File: config.mk
export PLATFORM = sky130hd
export DESIGN_NAME = module_keypad_scan
export DESIGN_NICKNAME = d
export VERILOG_FILES = /design/src/rtl/module_keypad_scan.sv
export SDC_FILE = /design/constraint.sdc
export NUM_CORES = 1
export LEC_CHECK = 0
export CAP_MARGIN = 25
export CELL_PAD_IN_SITES_DETAIL_PLACEMENT = 1
export CELL_PAD_IN_SITES_GLOBAL_PLACEMENT = 1
export CORE_MARGIN = 1
export CORE_UTILIZATION = 43
export CTS_BUF_LIST = sky130_fd_sc_hd__clkbuf_2
export DETAILED_ROUTE_END_ITERATION = 6
export GPL_TIMING_DRIVEN = 1
export HOLD_SLACK_MARGIN = 0.02
export PLACE_DENSITY = 0.85
export SLEW_MARGIN = 30
export SYNTH_ARGS = -nofsm -noshare
export SYNTH_HDL_FRONTEND = slang
export SYNTH_SLANG_ARGS = --single-unit
export TNS_END_PERCENT = 50
File: constraint.sdc
create_clock -name clk -period 2.1 [get_ports clk]
set_input_delay 0.315 -clock clk [delete_from_list [all_inputs] [get_ports clk]]
set_output_delay 0.315 -clock clk [all_outputs]
set_load 0.01 [all_outputs]
File: src/rtl/module_keypad_scan.sv
// 4x4 keypad scanner: column rotation, press qualification, valid/ready key output.
// Define KEYPAD_REPEAT_EN to re-emit a held key every REPEAT_CYC cycles.
module module_keypad_scan #(
  parameter int SCAN_DIV   = 1000,
  parameter int STABLE_CYC = 8,
  parameter int REPEAT_CYC = 25000000
) (
  input  logic       clk,
  input  logic       rst,
  input  logic [3:0] row_in,
  output logic [3:0] col_out,
  output logic [3:0] key_code,
  output logic       key_valid,
  input  logic       key_ready
);

  if (SCAN_DIV < 2 || STABLE_CYC < 1 || REPEAT_CYC < 1) begin : g_param_chk
    $error("module_keypad_scan: parameter out of range");
  end

  localparam int DIV_W = $clog2(SCAN_DIV);
  localparam int STB_W = $clog2(STABLE_CYC + 1);

  localparam logic [DIV_W-1:0] DIV_LAST = DIV_W'(SCAN_DIV - 1);
  localparam logic [STB_W-1:0] STB_LAST = STB_W'(STABLE_CYC - 1);

  typedef enum logic [1:0] {
    SCAN,
    DETECT,
    HOLD_OUT,
    WAIT_RELEASE
  } state_t;

  state_t           state, state_n;
  logic [1:0]       col_idx, col_n;
  logic [DIV_W-1:0] div_cnt, div_n;
  logic [STB_W-1:0] stab_cnt, stab_n;
  logic [3:0]       ref_row, ref_n;
  logic [3:0]       code_q, code_n;

`ifdef KEYPAD_REPEAT_EN
  localparam int REP_W = $clog2(REPEAT_CYC + 1);
  localparam logic [REP_W-1:0] REP_LAST = REP_W'(REPEAT_CYC - 1);

  logic [REP_W-1:0] rep_cnt, rep_n;
`endif

  // Row 0 wins when several rows are active in the same column.
  function automatic logic [1:0] low_row(input logic [3:0] r);
    if (r[0])      return 2'd0;
    else if (r[1]) return 2'd1;
    else if (r[2]) return 2'd2;
    else           return 2'd3;
  endfunction

  always_comb begin
    state_n = state;
    col_n   = col_idx;
    div_n   = div_cnt;
    stab_n  = stab_cnt;
    ref_n   = ref_row;
    code_n  = code_q;
`ifdef KEYPAD_REPEAT_EN
    rep_n   = rep_cnt;
`endif
    unique case (state)
      SCAN: begin
        if (row_in != 4'd0) begin
          state_n = DETECT;
          ref_n   = row_in;
          stab_n  = '0;
          div_n   = '0;
        end else if (div_cnt == DIV_LAST) begin
          div_n = '0;
          col_n = col_idx + 2'd1;
        end else begin
          div_n = div_cnt + 1'b1;
        end
      end
      DETECT: begin
        if (row_in == 4'd0) begin
          state_n = SCAN;
          stab_n  = '0;
        end else if (row_in != ref_row) begin
          ref_n  = row_in;
          stab_n = '0;
        end else if (stab_cnt == STB_LAST) begin
          state_n = HOLD_OUT;
          code_n  = {low_row(ref_row), col_idx};
          stab_n  = '0;
        end else begin
          stab_n = stab_cnt + 1'b1;
        end
      end
      HOLD_OUT: begin
        if (key_ready) begin
          state_n = WAIT_RELEASE;
          stab_n  = '0;
`ifdef KEYPAD_REPEAT_EN
          rep_n   = '0;
`endif
        end
      end
      WAIT_RELEASE: begin
        if (row_in == 4'd0) begin
          if (stab_cnt == STB_LAST) begin
            state_n = SCAN;
            stab_n  = '0;
          end else begin
            stab_n = stab_cnt + 1'b1;
          end
        end else begin
          stab_n = '0;
        end
`ifdef KEYPAD_REPEAT_EN
        // Only an unchanged hold of the same pattern counts toward repeat.
        if (row_in == ref_row) begin
          if (rep_cnt == REP_LAST) begin
            state_n = HOLD_OUT;
            rep_n   = '0;
          end else begin
            rep_n = rep_cnt + 1'b1;
          end
        end else begin
          rep_n = '0;
        end
`endif
      end
      default: state_n = SCAN;
    endcase
  end

  always_ff @(posedge clk) begin
    if (rst) begin
      state    <= SCAN;
      col_idx  <= 2'd0;
      div_cnt  <= '0;
      stab_cnt <= '0;
      ref_row  <= 4'd0;
      code_q   <= 4'd0;
`ifdef KEYPAD_REPEAT_EN
      rep_cnt  <= '0;
`endif
    end else begin
      state    <= state_n;
      col_idx  <= col_n;
      div_cnt  <= div_n;
      stab_cnt <= stab_n;
      ref_row  <= ref_n;
      code_q   <= code_n;
`ifdef KEYPAD_REPEAT_EN
      rep_cnt  <= rep_n;
`endif
    end
  end

  assign col_out   = 4'b0001 << col_idx;
  assign key_code  = code_q;
  assign key_valid = (state == HOLD_OUT);

endmodule

==> After elaboration in Yosys (flattened, before gate mapping) <==
Cells that the tools add are included.
{ "classes": {"shift": 1, "reduce_logical": 9, "muxes": 24, "n_eq_ne": 14, "bitwise": 3, "add_sub_neg": 3} }
{ "ops": {"columns": ["operator", "count"], "rows": [
  ["$mux W4", 9],
  ["$mux W10", 2],
  ["$mux W2", 9],
  ["$pmux W4 S4", 1],
  ["$add A10 B1 Y10 const B", 1],
  ["$eq A10 B10 Y1 const B", 1],
  ["$ne A2 B2 Y1 const B", 5],
  ["$pmux W2 S4", 1],
  ["$pmux W4 S2", 1],
  ["$reduce_and A4 Y1", 2],
  ["$ne A3 B3 Y1 const B", 2],
  ["$reduce_and A6 Y1", 1],
  ["$add A4 B1 Y4 const B", 1],
  ["$eq A2 B2 Y1 const B", 2],
  ["$eq A4 B3 Y1 const B", 1],
  ["$logic_not A4 Y1", 1],
  ["$ne A4 B4 Y1", 1],
  ["$reduce_bool A4 Y1", 1],
  ["$shl A1 B2 Y4 const A", 1],
  ["$not A1 Y1", 3],
  ["$reduce_and A3 Y1", 1],
  ["$add A2 B1 Y2 const B", 1],
  ["$eq A2 B1 Y1 const B", 1],
  ["$logic_not A2 Y1", 1],
  ["4 further kinds", 4]
]} }
{ "totals": {"in_bits": 7, "ff_bits": 26, "word_cells": 60, "output_inout_bits": 9} }

==> Longest topological paths before layout <==
{ "depth": {"word_depth": 5, "depth_mapped": 7} }

==> Worst setup path after synthesis <==
Ideal clock, no wire load.
{ "synth_timing": {"kind": "reg2reg", "from": "register stab_cnt[0]", "to": "register code_q[3], in the netlist key_code[3]", "path_buffers": 1, "arrival_ps": 1782, "required_time_ps": 2033, "period_less_slack_ps": 1849, "stages_incl_launch_ff": 8, "setup_time_ps": 67, "path_slack_ps": 251, "cell_sequence": "dfxtp_1 ha_1 and3b_1 nand2_1 or4_1 buf_2 or3_1 a21oi_2"} }
{ "synth_between": {"elab_chain_len": 2} }
{ "synth_rtl": {"columns": ["element", "line_no", "rtl"], "rows": [
  ["start: declaration", "37", "logic [STB_W-1:0] stab_cnt, stab_n;"],
  ["start signal: assignment", "148", "stab_cnt <= stab_n;"],
  ["$eq A4 B3 Y1", "87", "end else if (stab_cnt == STB_LAST) begin"],
  ["$reduce_and A4 Y1 (no line)", null, null],
  ["end signal: assignment", "150", "code_q <= code_n;"],
  ["end: declaration", "39", "logic [3:0] code_q, code_n;"]
]} }
Every way passes these cells.
A chain may end at the register's enable or synchronous reset.

==> Final worst setup path <==
Ends and elaborated chain as after synthesis.

==> impl_metrics.py <==
metrics = {
    "final_layout": {
        "areaGrowthSynthToFinish_pct": 21.1,
        "nFillCells": 386,
        "final_common_cell": "dfxtp_1",
        "drive_gt1_share_pct": 11.9,
        "multi_input_area_um2": 805,
        "num_antenna_cells": 0,
        "final_cell_mix": "dfxtp_1, nor2_1, clkdlybuf4s50_1",
        "nNetsFinal": 209,
        "regArea_um2": 520,
        "instances_no_fill": 238,
    },
    "placed_design": {
        "port_buffers": 15,
        "gp_congestion": 0.868,
        "hpwl_um": 2860,
        "place_inst": 235,
    },
    "worst_setup_path": {
        "crit_chain": "ha_1, and3b_1, nand2_1, or4_1, or3_1, a21oi_2",
        "startpoint_type": "flip-flop",
        "worst-path-stages": 6,
        "cp_max_fo": 4,
        "cp-endpoint": "key_code[3]",
        "crit_type": "flip-flop to flip-flop",
        "ff2ff_setup_slack_ns": 0.09,
        "critPathBufInv": 0,
        "required_ns": 2.40,
        "critPathLaunch": "stab_cnt[0]",
        "end_kind": "flip-flop",
        "cp_slowest_cell": "or4_1",
        "r2r_cells": 6,
        "cp.arrival_ns": 2.32,
        "crit_path_max_incr_delay_ns": 0.49,
        "cp_top_family": "simple AND/OR/NAND/NOR gates",
        "r2r_start": "stab_cnt[0]",
        "worst_r2r_endpoint": "key_code[3]",
    },
    "detailed_routing": {
        "viasPerCell": 5.65,
        "wirelength_um": 3650,
        "drtIter0Drc": 61,
        "drc_errors": 0,
        "ant_nets": 0,
        "routedWlPerCell_um": 15.3,
        "drt_pass1_iterations": 4,
        "vias": 1345,
    },
    "global_route": {
        "grt_max_degree": 19,
        "antenna_found_initial": 0,
        "grt_pass1_vias": 1341,
        "grt_pass1_wl_um": 5990,
        "overflow": 0,
        "grt_usage_pct": 22.9,
    },
    "timing": {
        "worst_pin_slew_ns": 0.629,
        "max_freq_mhz": 497,
        "fin_crit_sh_pct": 95.7,
        "max_slew_margin_pct": 57.7,
        "period_minus_slack_ns": 2.01,
        "drv_slew": 0,
        "finalClockSkew_ns": 0.00154,
        "final_hold_viol_count": 0,
        "setup_violations": 0,
        "rsz0062_at_grt": "false",
    },
    "clock_tree": {
        "clock-sinks": 26,
        "cts-root-buf": "clkbuf_2",
        "cts_tree": "done",
        "clkSlewWorstSetupHoldPaths_ns": 0.22,
        "insertion_delay_ns": 0.34,
        "clk_path_buf_depth": 2,
        "h-tree-depth": 1,
        "cts_post_setup_buffers_inserted": 0,
        "cts_buffers": 3,
        "cts-resized-gates": 0,
        "hold_buffers": 0,
    },
    "synthesis": {
        "ys_seq_elements": 26,
        "synthesis.area_um2": 1390,
        "synth_cell_types": 39,
        "syn_inst": 170,
        "syn_nets": 183,
        "avgSynthCellArea_um2": 8.16,
        "yosys_warnings": 0,
        "synth_seq_area_share_pct": 37.5,
    },
    "die": {
        "fp.dieH_um": 58.8,
        "core_um2": 3050,
        "dieArea_um2": 3460,
        "io_pins": 16,
        "rows": 20,
        "fp.dieW_um": 58.8,
        "initial_core_util_pct": 45.5,
    },
    "pwr": {
        "pwr_density_cell_nw_per_um2": 458,
        "leakage_nw": 0.615,
        "power.switching_mw": 0.192,
        "max-vdd-ir-drop_mv": 0.272,
        "internal_power_mw": 0.578,
        "p_total_mw": 0.769,
        "combPwrFrac_pct": 10.6,
        "p_sw_share_pct": 24.9,
        "clkPwrFrac_pct": 23.3,
        "power_frac_seq_pct": 66.1,
    },
    "job": {
        "maxCapViolCount": 0,
    },
    "min_path": {
        "hold_path.class": "flip-flop to flip-flop",
    },
    "status": {
        "outcome": "complete, no violations",
    },
}
[cell usage after synthesis, drive strengths merged]
master / count / area share, %
nor3b: 1 / 0.54
a22oi: 1 / 0.54
buf: 2 / 0.72
and3: 3 / 1.4
and3b: 1 / 0.63
nand4: 5 / 2.7
a211o: 1 / 0.63
and2: 3 / 1.4
nor4: 3 / 1.8
or3: 1 / 0.45
xnor2: 6 / 3.8
mux2: 1 / 0.81
or4: 2 / 1.1
nor3: 6 / 2.5
clkbuf: 6 / 1.6
inv: 8 / 2.2
nand2b: 2 / 0.90
mux2i: 3 / 2.2
a22o: 3 / 1.9
o21ai: 14 / 5.0
a211oi: 2 / 1.1
a311oi: 1 / 0.63
nand2: 13 / 3.5
dfxtp: 26 / 38
ha: 6 / 5.4
o22ai: 2 / 0.90
a21oi: 13 / 5.0
a31oi: 5 / 2.3
nand3: 9 / 3.2
nand3b: 3 / 1.6
o221ai: 1 / 0.63
nor2: 15 / 4.1
a2bb2oi: 1 / 0.63
o221a: 1 / 0.81
[power by group through the flow]
| stage | registers [mW] | logic, mW | clock network [mW] |
|---|---|---|---|
| 2_1_floorplan | 0.515 | 0.0441 | 0 |
| 3_3_place_gp | 0.517 | 0.0766 | 0 |
| 3_5_place_dp | 0.518 | 0.0807 | 0 |
| 4_1_cts | 0.509 | 0.0812 | 0.191 |
| 5_1_grt | 0.510 | 0.0894 | 0.206 |
| 6_report | 0.509 | 0.0814 | 0.179 |
[cells by family (layout without fill, tap and decap cells)]
logic type	after synthesis	after routing	share of synthesized area, %
simple gates	67	67	25.8
compound gates	45	45	20.0
flops	26	26	37.5
buf+inv	16	40	4.51
fa+ha+maj	6	6	5.41
xor+xnor	6	6	3.79
mux	4	4	2.98
[layer usage]
metal	track usage (%)	wire length [um]	vias to the layer above	share of wire, %
li1	-	-	664	-
met4	8.50	45	0	1.2
met1	26.4	1630	661	45
met3	2.86	69	5	1.9
met5	0	0	-	0
met2	42.9	1910	15	52
[cell type report]
cell class | count | share of cell area (%)
well taps | 44 | 3.28
flip-flops and latches | 26 | 31.0
clock buffers | 3 | 0.894
repair buffers | 29 | 15.2
inverters | 8 | 1.79
multi-input cells | 128 | 47.9
[tightest hold or removal path, delay by kind of cell (launching register included)]
kind	cells	cell delay (ns)
compound gates	1	0.05
simple gates	1	0.05
flops	1	0.36
[per-stage QoR]
| step | hold WS [ns] | setup WS, ns | setup TNS (ns) | utilization [%] | instance area (um^2) |
|---|---|---|---|---|---|
| 3_3_place_gp | 0.440 | -0.109 | -0.568 | 54.5 | 1670 |
| 5_1_grt | 0.507 | 0.00214 | 0 | 55.0 | 1680 |
| 2_1_floorplan | 0.438 | 0.251 | 0 | - | 1390 |
| 4_1_cts | 0.480 | 0.106 | 0 | 55.0 | 1680 |
| 6_report | 0.473 | 0.0894 | 0 | 55.0 | 1680 |
| 3_5_place_dp | 0.454 | -0.164 | -1.59 | 54.5 | 1670 |
[worst min-delay path by stage]
stage | start | endpoint | slack [ns] | cells past startpoint
after global placement | key_code[1] | key_code[1] | 0.44 | 2
after global routing | key_code[2] | key_code[2] | 0.51 | 2
after detailed placement | key_code[0] | key_code[0] | 0.45 | 2
after floorplan | div_cnt[9] | div_cnt[9] | 0.44 | 1
final | key_code[0] | key_code[0] | 0.47 | 2
after CTS | key_code[0] | key_code[0] | 0.48 | 2
[state kept, by name, summed over array words and instances, names as in the netlist, named ones only]
signal	count
div_cnt	10
key_code	4
ref_row	4
stab_cnt	4
col_idx	2
state	1
No activity file was read; power rests on OpenSTA's default activity.
